**config.mk**
```make
export PLATFORM = sky130hd
export DESIGN_NAME = multdiv_arbiter
export DESIGN_NICKNAME = d
export VERILOG_FILES = /design/src/rtl/multdiv_arbiter.sv
export SDC_FILE = /design/constraint.sdc
export NUM_CORES = 1
export LEC_CHECK = 0
export ABC_CLOCK_PERIOD_IN_PS = 1900
export CAP_MARGIN = 20
export CORE_ASPECT_RATIO = 0.5
export CORE_MARGIN = 1.5
export CORE_UTILIZATION = 38
export DETAILED_ROUTE_END_ITERATION = 12
export PLACE_DENSITY = 0.93
export SYNTH_ARGS = -nofsm -noshare
export SYNTH_HDL_FRONTEND = slang
export SYNTH_SLANG_ARGS = --single-unit
```
**constraint.sdc**
```tcl
create_clock -name clock -period 1.9 [get_ports clock]
set_clock_uncertainty 0.15 [all_clocks]
set_input_delay 0.19 -clock clock [delete_from_list [all_inputs] [get_ports clock]]
set_output_delay 0.19 -clock clock [all_outputs]
set_load 0.005 [all_outputs]
```
**src/rtl/multdiv_arbiter.sv**
```systemverilog
// Round-robin arbiter that shares one iterative multiply/divide unit between two requesters.
// It issues a one-cycle start pulse, waits for the unit's ready flag (with a watchdog), and routes the response back.
module multdiv_arbiter #(
    parameter int TIMEOUT = 64
) (
    input  logic        clock,
    input  logic        reset,
    input  logic        r0_valid,
    input  logic        r0_op,
    input  logic [31:0] r0_a,
    input  logic [31:0] r0_b,
    output logic        r0_ready,
    output logic        r0_resp,
    input  logic        r1_valid,
    input  logic        r1_op,
    input  logic [31:0] r1_a,
    input  logic [31:0] r1_b,
    output logic        r1_ready,
    output logic        r1_resp,
    output logic [31:0] resp_result,
    output logic        resp_exception,
    output logic        busy,
    output logic [31:0] md_operandA,
    output logic [31:0] md_operandB,
    output logic        md_ctrl_MULT,
    output logic        md_ctrl_DIV,
    input  logic [31:0] md_result,
    input  logic        md_exception,
    input  logic        md_resultRDY
);

    typedef enum logic [1:0] {S_IDLE, S_ISSUE, S_WAIT, S_RESP} state_t;

    localparam int             CW      = $clog2(TIMEOUT) + 1;
    localparam logic [CW-1:0]  CNT_MAX = CW'(TIMEOUT - 1);
    localparam logic [CW-1:0]  CNT_ONE = CW'(1);

    state_t        state_q, state_d;
    logic          ptr_q, ptr_d;
    logic          owner_q, owner_d;
    logic          op_q, op_d;
    logic [31:0]   a_q, a_d, b_q, b_d;
    logic [CW-1:0] cnt_q, cnt_d;
    logic [31:0]   res_q, res_d;
    logic          exc_q, exc_d;
    logic          gnt0, gnt1;

    // The pointer only matters when both ports contend.
    assign gnt1 = r1_valid & (~r0_valid | ptr_q);
    assign gnt0 = r0_valid & (~r1_valid | ~ptr_q);

    always_ff @(posedge clock) begin
        if (reset) begin
            state_q <= S_IDLE;
            ptr_q   <= 1'b0;
            owner_q <= 1'b0;
            op_q    <= 1'b0;
            a_q     <= '0;
            b_q     <= '0;
            cnt_q   <= '0;
            res_q   <= '0;
            exc_q   <= 1'b0;
        end else begin
            state_q <= state_d;
            ptr_q   <= ptr_d;
            owner_q <= owner_d;
            op_q    <= op_d;
            a_q     <= a_d;
            b_q     <= b_d;
            cnt_q   <= cnt_d;
            res_q   <= res_d;
            exc_q   <= exc_d;
        end
    end

    always_comb begin
        state_d      = state_q;
        ptr_d        = ptr_q;
        owner_d      = owner_q;
        op_d         = op_q;
        a_d          = a_q;
        b_d          = b_q;
        cnt_d        = cnt_q;
        res_d        = res_q;
        exc_d        = exc_q;
        r0_ready     = 1'b0;
        r1_ready     = 1'b0;
        r0_resp      = 1'b0;
        r1_resp      = 1'b0;
        md_ctrl_MULT = 1'b0;
        md_ctrl_DIV  = 1'b0;
        case (state_q)
            S_IDLE: begin
                r0_ready = gnt0;
                r1_ready = gnt1;
                if (gnt0 | gnt1) begin
                    owner_d = gnt1;
                    ptr_d   = ~gnt1;
                    op_d    = gnt1 ? r1_op : r0_op;
                    a_d     = gnt1 ? r1_a  : r0_a;
                    b_d     = gnt1 ? r1_b  : r0_b;
                    state_d = S_ISSUE;
                end
            end
            S_ISSUE: begin
                // A ready flag here may be stale from the previous operation.
                md_ctrl_MULT = ~op_q;
                md_ctrl_DIV  = op_q;
                cnt_d        = '0;
                state_d      = S_WAIT;
            end
            S_WAIT: begin
                cnt_d = cnt_q + CNT_ONE;
                if (md_resultRDY) begin
                    res_d   = md_result;
                    exc_d   = md_exception;
                    state_d = S_RESP;
                end else if (cnt_q == CNT_MAX) begin
                    res_d   = '0;
                    exc_d   = 1'b1;
                    state_d = S_RESP;
                end
            end
            S_RESP: begin
                r0_resp = ~owner_q;
                r1_resp = owner_q;
                state_d = S_IDLE;
            end
            default: state_d = S_IDLE;
        endcase
    end

    assign busy           = (state_q != S_IDLE);
    assign md_operandA    = a_q;
    assign md_operandB    = b_q;
    assign resp_result    = res_q;
    assign resp_exception = exc_q;

endmodule

```
Yosys cells after proc, flatten, opt, wreduce, memory -nomap -nowiden
Index checks and enable logic that the tools add are counted.

Bits in registers: 109. Latch bits: 0. Memory bits (writable): 0. Bits in read-only memories: 0. Bits of input ports: 168. Output and inout bits: 104. Word-level logic and storage cells: 52. Memories kept: 0.

Add/sub/neg operators: 1. Multiply operators: 0. Divide/modulo/power cells: 0. $lt $le $gt $ge: 0. Equality and inequality tests: 6. Shifts and indexed selects: 0. Multiplexer cells: 18. Bitwise gates (word level): 11. Reductions and logical operators: 7.

Operators by type and width (number): $mux W32 (4); $pmux W7 S2 (1); $mux W1 (9); $pmux W2 S4 (1); $add A7 B1 Y7 const B (1); $eq A7 B6 Y1 const B (1); $mux W2 (3); $not A1 Y1 (6); $reduce_and A2 Y1 (3); $reduce_bool A2 Y1 (3); $eq A2 B2 Y1 const B (2); $ne A3 B3 Y1 const B (1); $or A1 B1 Y1 (3); $and A1 B1 Y1 (2); $eq A2 B1 Y1 const B (1); $logic_not A2 Y1 (1); $ne A2 B2 Y1 const B (1).

Longest topological paths before layout
Word-level depth: 6. Mapped depth: 8.

Worst setup path before layout
OpenSTA, ideal clock, no wires.

Path type: reg2reg. Start: register state_q[0]. End: register cnt_q[6]. Library setup time: 70 ps. Arrival time: 1471 ps. Path slack: 209 ps. Stages on the path, launching flop included: 6. Period minus slack after synthesis: 1691 ps. Path through: dfxtp_1 -> inv_1 -> ha_1 -> inv_1 -> or4_1 -> a21oi_1.

Longest elaborated chain between the ends: 2. Elaborated cells on any way between the ends: 4. Classes of those cells: 2 x eq/ne; 1 x mux; 1 x reduce/logical.

RTL lines: start, declared (line 38) `state_t state_q, state_d;`; start signal, assigned (line 64) `state_q <= state_d;`; $eq A2 B2 Y1 or $eq A2 B1 Y1 (tied branches) (line 92) `case (state_q)`; $pmux W7 S2 or $reduce_bool A2 Y1 (tied branches); end signal, assigned (line 70) `cnt_q <= cnt_d;`; end, declared (line 43) `logic [CW-1:0] cnt_q, cnt_d;`.

Parallel ways exist; a longest one is shown, timed or not. A chain may end at the register's enable or synchronous reset.

Worst setup path in the final report
Start: register state_q[1]. End: output port r0_resp.

Longest elaborated chain between the ends: 2.

RTL lines: $eq A2 B2 Y1 (line 92); $mux W1 (line 92); end, declared (line 13) `output logic r0_resp,`.

Every way passes these cells.

==> results.cfg <==
[final_layout]
syn_to_final_growth_pct = 75.5
layout_common_cells = clkdlybuf4s50_1, dfxtp_1, nand2_1
drive_gt1_share_pct = 9.61
fin_util_pct = 70.2
final_nets = 959
layout_commonest_cell = clkdlybuf4s50_1
antennaDiodeCount = 0
nFillCells = 854

[timing]
relSlewSlack_pct = 68.7
timing.final.crit_share_pct = 96.1
fmax_ghz = 0.547
setup_ws_ns = 0.0734
hold_violations = 0
setup_viol = 0
tightest_slew_ns = 0.465
slew_violations = 0
whs_ns = 0.242
fin_crit_ns = 1.83
rsz0062_at_grt = no

[synthesis]
ys_seq_area_share_pct = 48.4
synthCells = 506
avgSynthCellArea_um2 = 8.92
yosysTopAreaCell = dfxtp_1
ys_types = 36
synth_area_leaders = dfxtp_1, a21oi_1, mux2i_1, nand2_1, a22oi_1
yosys_warnings = 0
netlist_area_um2 = 4510
synth_top_area_share_pct = 48.4
syn_nets = 679
ys_ff_latch = 109

[clock_network]
clk_path_buf_depth = 2
numCtsBuffers = 9
cts_root_buffer = clkbuf_16
htree_levels = 3
cts_tree = built
clock_latency_ns = 0.34
numClockSinks = 109
path_clk_slew_ns = 0.07

[setup_path]
max_stage_delay_ns = 0.36
slowest_stage = dfxtp_1
path_max_fanout = 3
crit_path_start_kind = flip-flop
worstPathArrival_ns = 1.49
path_delay_family = buffers and inverters
critPathCaptureType = output pin
path_cells = buf_4, ha_1, nor2b_1, dlygate4sd2_1
critPathRequiredTime_ns = 1.56
crit_buf_inv = 2
path_class = reg -> out

[drt]
via_per_inst = 5.13
detail_route.first_pass.iterations = 5
vias = 4869
drt_iter0_drc = 281
finalWirelength_um = 15900
drc = 0
wl_per_cell_um = 16.7
ant_nets = 0

[power]
p_int_mw = 6.25
power_density_nw_per_um2 = 1180
clock_power_share_pct = 20.3
swShare_pct = 33.2
ir_worst_vdd_v = 0.000570
power_frac_comb_pct = 46.2
p_sw_mw = 3.10
power.leakage_nw = 3.04
power_frac_seq_pct = 33.5

[floorplan]
start_util_pct = 40.0
die-area_um2 = 12600
fp.dieH_um = 80.1
io_pins = 272
die_w_um = 157
rows = 27
fp.coreArea_um2 = 11300

[status]
status = finished clean

[place]
gp_congestion = 0.890
dp_slack_ns = -0.0650
dp.final_hpwl_um = 11800
portBuffers = 271

[global_route]
grt_pass1_vias = 4748
grt_max_degree = 38
grt_pass1_wl_um = 24000
antenna_found_initial = 0
grt-ovfl-total = 0
grtUsageTotal_pct = 24.4

[min_path]
hold_class = in -> reg

[flow_run]
maxCapViolCount = 0
## cells in the mapped netlist (all sizes together)
| cell | instances |
|---|---|
| nor2 | 37 |
| o211a | 1 |
| xor2 | 4 |
| a21oi | 73 |
| and2 | 2 |
| ha | 5 |
| a31oi | 2 |
| o21bai | 1 |
| nand4 | 3 |
| inv | 11 |
| a41oi | 1 |
| nor2b | 2 |
| dfxtp | 109 |
| or4 | 1 |
| clkbuf | 14 |
| a22oi | 36 |
| mux2i | 30 |
| a32o | 1 |
| or3 | 1 |
| o21ai | 37 |
| o311a | 1 |
| a211oi | 29 |
| o221a | 1 |
| and3 | 1 |
| nand2 | 74 |
| nand3 | 3 |
| buf | 26 |
## layout make-up
cell class | instances | area (um^2) | share of cell area [%]
repair buffers | 309 | 3090 | 39.0
flip-flops and latches | 109 | 2180 | 27.6
multi-input cells | 346 | 2100 | 26.6
clock buffers | 13 | 260 | 3.29
well taps | 159 | 199 | 2.51
clock inverters | 3 | 43.8 | 0.553
inverters | 11 | 41.3 | 0.521
## power groups by stage
stage	Sequential [mW]	Combinational, mW	Clock (mW)
floorplan	3.19	1.86	0
global placement	3.14	4.09	0
detailed placement	3.17	4.23	0
CTS	3.13	4.30	1.95
global route	3.19	4.68	2.05
finish	3.13	4.32	1.90
## sequential cells by signal (all words and copies together), names as in the netlist
name	flops
ptr_q	1
md_operandA	32
resp_result	32
state_q	2
resp_exception	1
op_q	1
owner_q	1
md_operandB	32
cnt_q	7
## stage by stage
stage          instances  cell area (um^2)  setup TNS (ns)  total power [mW]
6_report             950              7920               0              9.35
5_1_grt              950              7920               0              9.92
4_1_cts              950              7920               0              9.38
3_5_place_dp         932              7590          -0.397              7.40
3_3_place_gp         932              7590        -0.00919              7.23
2_1_floorplan        506              4510               0              5.05
## layer usage
metal	track usage, %	vias to the layer above	wire, um
met3	4.80	45	830
li1	-	2346	-
met2	44.8	164	8200
met1	27.6	2314	6290
met4	11.2	0	582
met5	0	-	0
## what timing repair did
| action | CTS | global route |
|---|---|---|
| buffers inserted | 1 | 0 |
| hold buffers | 1 | 0 |
| endpoints found under the setup margin | 7 | 0 |
| hold endpoints to repair | 6 | 0 |
| resized for setup | 14 | 0 |
## worst paths after layout
path | startpoint | endpoint | slack, ns | cells past startpoint
worst min-delay path | md_result[4] | resp_result[4] | 0.24 | 3
worst max-delay path | state_q[1] | r0_resp | 0.07 | 4
worst max register to register | state_q[1] | resp_result[31] | 0.12 | 7
worst min register to register | md_operandB[2] | md_operandB[2] | 0.30 | 2
## cells by family after synthesis
group	share of synthesized area [%]
compound gates	26.0
simple gates	11.0
flops	48.4
buf+inv	5.77
mux	6.66
fa+ha+maj	1.39
xor+xnor	0.776
## worst register-to-register path, cell delays in order, from the launching register on
cell	delay (ns)
dfxtp_1	0.36
buf_4	0.14
ha_1	0.27
inv_1	0.17
nor2_2	0.19
buf_12	0.20
nand2_1	0.08
a21oi_1	0.15
No activity file was read; power rests on OpenSTA's default activity.
==> edit: new RTL, config.mk and constraints unchanged <==
Set the parameter `TIMEOUT` to 256 (it was 64).
--- a/src/rtl/multdiv_arbiter.sv
+++ b/src/rtl/multdiv_arbiter.sv
@@ -3,3 +3,3 @@
 module multdiv_arbiter #(
-    parameter int TIMEOUT = 64
+    parameter int TIMEOUT = 256
 ) (
Function: no difference found for any inputs over 10 cycles, from zero or initial values and one cycle with reset high; that may be too few to reach the edited logic, so the function may still have changed.
==> edit against the unedited design <==
Final area about the same; routed wire length grew 4.6%; count of clock-buffer cells in the layout is 4 lower; core utilization decreased by 3.4 points; worst setup slack worse by 0.0043 ns; sequential cell count increased by 2; hold slack lost 0.16 ns; via count increased by 4.8%; area after synthesis grew 2.6%; power fell by 6.9%; combinational power decreased by 16%; critical endpoint is now r1_resp; largest cell class unchanged.
==> edit: results (changes against the unedited design) <==
{| class="wikitable"
! Metric !! Value
|-
| Post-Route Hold Slack || 0.0865 ns (-0.156 ns)
|-
| Ratio of cells with drive above 1 in the final layout || 7.39% (-2.2 points)
|-
| Run status || completed
|-
| Fin nets || 928 (-3.2%)
|-
| Largest vdd supply drop || 0.634 mV (+11%)
|-
| Fraction of the mapped netlist area in compound gates || 25.7% (-0.34 points)
|-
| Start point of the worst hold path || reset
|-
| Detailed-routing iteration count for the pre-antenna-repair pass || 6 (+1)
|-
| Share of the synthesized netlist area taken by xor and xnor gates || 0.567% (-0.21 points)
|-
| Setup slack after placement || -0.213 ns (-0.148 ns)
|-
| Top cell types by occurrence after synthesis || sky130_fd_sc_hd__dfxtp_1 (111), sky130_fd_sc_hd__o21ai_0 (62), sky130_fd_sc_hd__nor2_1 (38), sky130_fd_sc_hd__nor3b_1 (37), sky130_fd_sc_hd__a221o_1 (36)
|-
| Unique cell type count in the Yosys netlist || 33 (-8.3%)
|-
| Fillers || 929 (+8.8%)
|-
| Half-perimeter wire length of the detailed placement result || 12300 um (+4.3%)
|-
| Maximum number of pins on one net before global-route repair || 37 (-2.6%)
|-
| Post-synthesis to final-layout area growth || 70.9%
|-
| Final critical-path share of the clock period || 96.4% (+0.22 points)
|-
| Critical Path Max Stage Delay || 0.33 ns (-0.03 ns)
|-
| Portion of the post-synthesis area used by sequential elements || 48.0% (-0.38 points)
|-
| Net switching power || 0.00282 W (-9.0%)
|-
| Final WL || 16600 um (+4.6%)
|-
| Depth of the worst register-to-register path || 8 (+1)
|-
| Buffer depth of the longest clock path || 2 (unchanged)
|-
| Main area contributors after synthesis || sky130_fd_sc_hd__dfxtp_1 (48%), sky130_fd_sc_hd__a221o_1 (7.8%), sky130_fd_sc_hd__o21ai_0 (6.7%), sky130_fd_sc_hd__nor3b_1 (6.0%), sky130_fd_sc_hd__a22oi_1 (5.2%)
|-
| Synthesized area per cell || 9.39 um^2 (+5.3%)
|-
| Total track usage || 24.2% (-0.19 points)
|-
| Proportion of synthesized area in mux cells || 0.216% (-6.4 points)
|-
| Leakage power || 2.89 nW (-4.9%)
|-
| Non-Filler Instances || 923 (-2.8%)
|-
| Number of nets in the synthesized netlist || 668 (-1.6%)
|-
| Cells on Worst Hold Path || 2 (-1)
|-
| First-pass GRT wire length || 24800 um (+3.3%)
|-
| Via count || 5105 (+4.8%)
|-
| Vias in the first global route || 4931 (+3.9%)
|-
| Adder-cell share of the synthesized area || 1.89% (+0.50 points)
|-
| Hold Path End || cnt_q[0]
|-
| Count of placed standard cells including taps || 907 (-2.7%)
|-
| Capturing instance or port of the critical path || r1_resp
|-
| Final Wtd Congestion || 0.833 (-6.3%)
|-
| Worst reg2reg path startpoint || cnt_q[0]
|-
| Num CTS Buffers || 9 (unchanged)
|-
| Quantity of gates resized following cts || 10 (-4)
|-
| Number of DRC markers in iteration 0 || 429 (+53%)
|-
| Critical path startpoint || state_q[0]
|-
| Setup Fix Bufs, Post-CTS || 0 (-1)
|-
| Worst relative slew slack || 74.8% (+6.2 points)
|}
## edit: area by class of cell
cell class              instances  share of cell area (%)
clock inverters                 7                    1.06
well taps                     165                    2.61
clock buffers                   9                    2.85
flip-flops and latches        111                    28.1
repair buffers                298                    38.3
multi-input cells             322                    26.6
inverters                      11                   0.522
## edit: metal layers
metal / wire, um / part of all wire (%) / global-route usage, %
met1: 6450 / 39 / 27.5
met2: 8800 / 53 / 45.2
met3: 798 / 4.8 / 4.60
met4: 592 / 3.6 / 11.0
met5: 0 / 0 / 0
## edit: cells by family after synthesis
family          after synthesis
flops                       111
compound gates              175
fa+ha+maj                     7
xor+xnor                      3
mux                           1
simple gates                136
buf+inv                      60
## edit: power by group through the flow
stage / Combinational (W) / Sequential [W] / Clock [W]
CTS: 0.00361 / 0.00314 / 0.00196
floorplan: 0.00152 / 0.00318 / 0
global route: 0.00388 / 0.00321 / 0.00206
detailed placement: 0.00357 / 0.00318 / 0
finish: 0.00362 / 0.00315 / 0.00193
global placement: 0.00345 / 0.00316 / 0
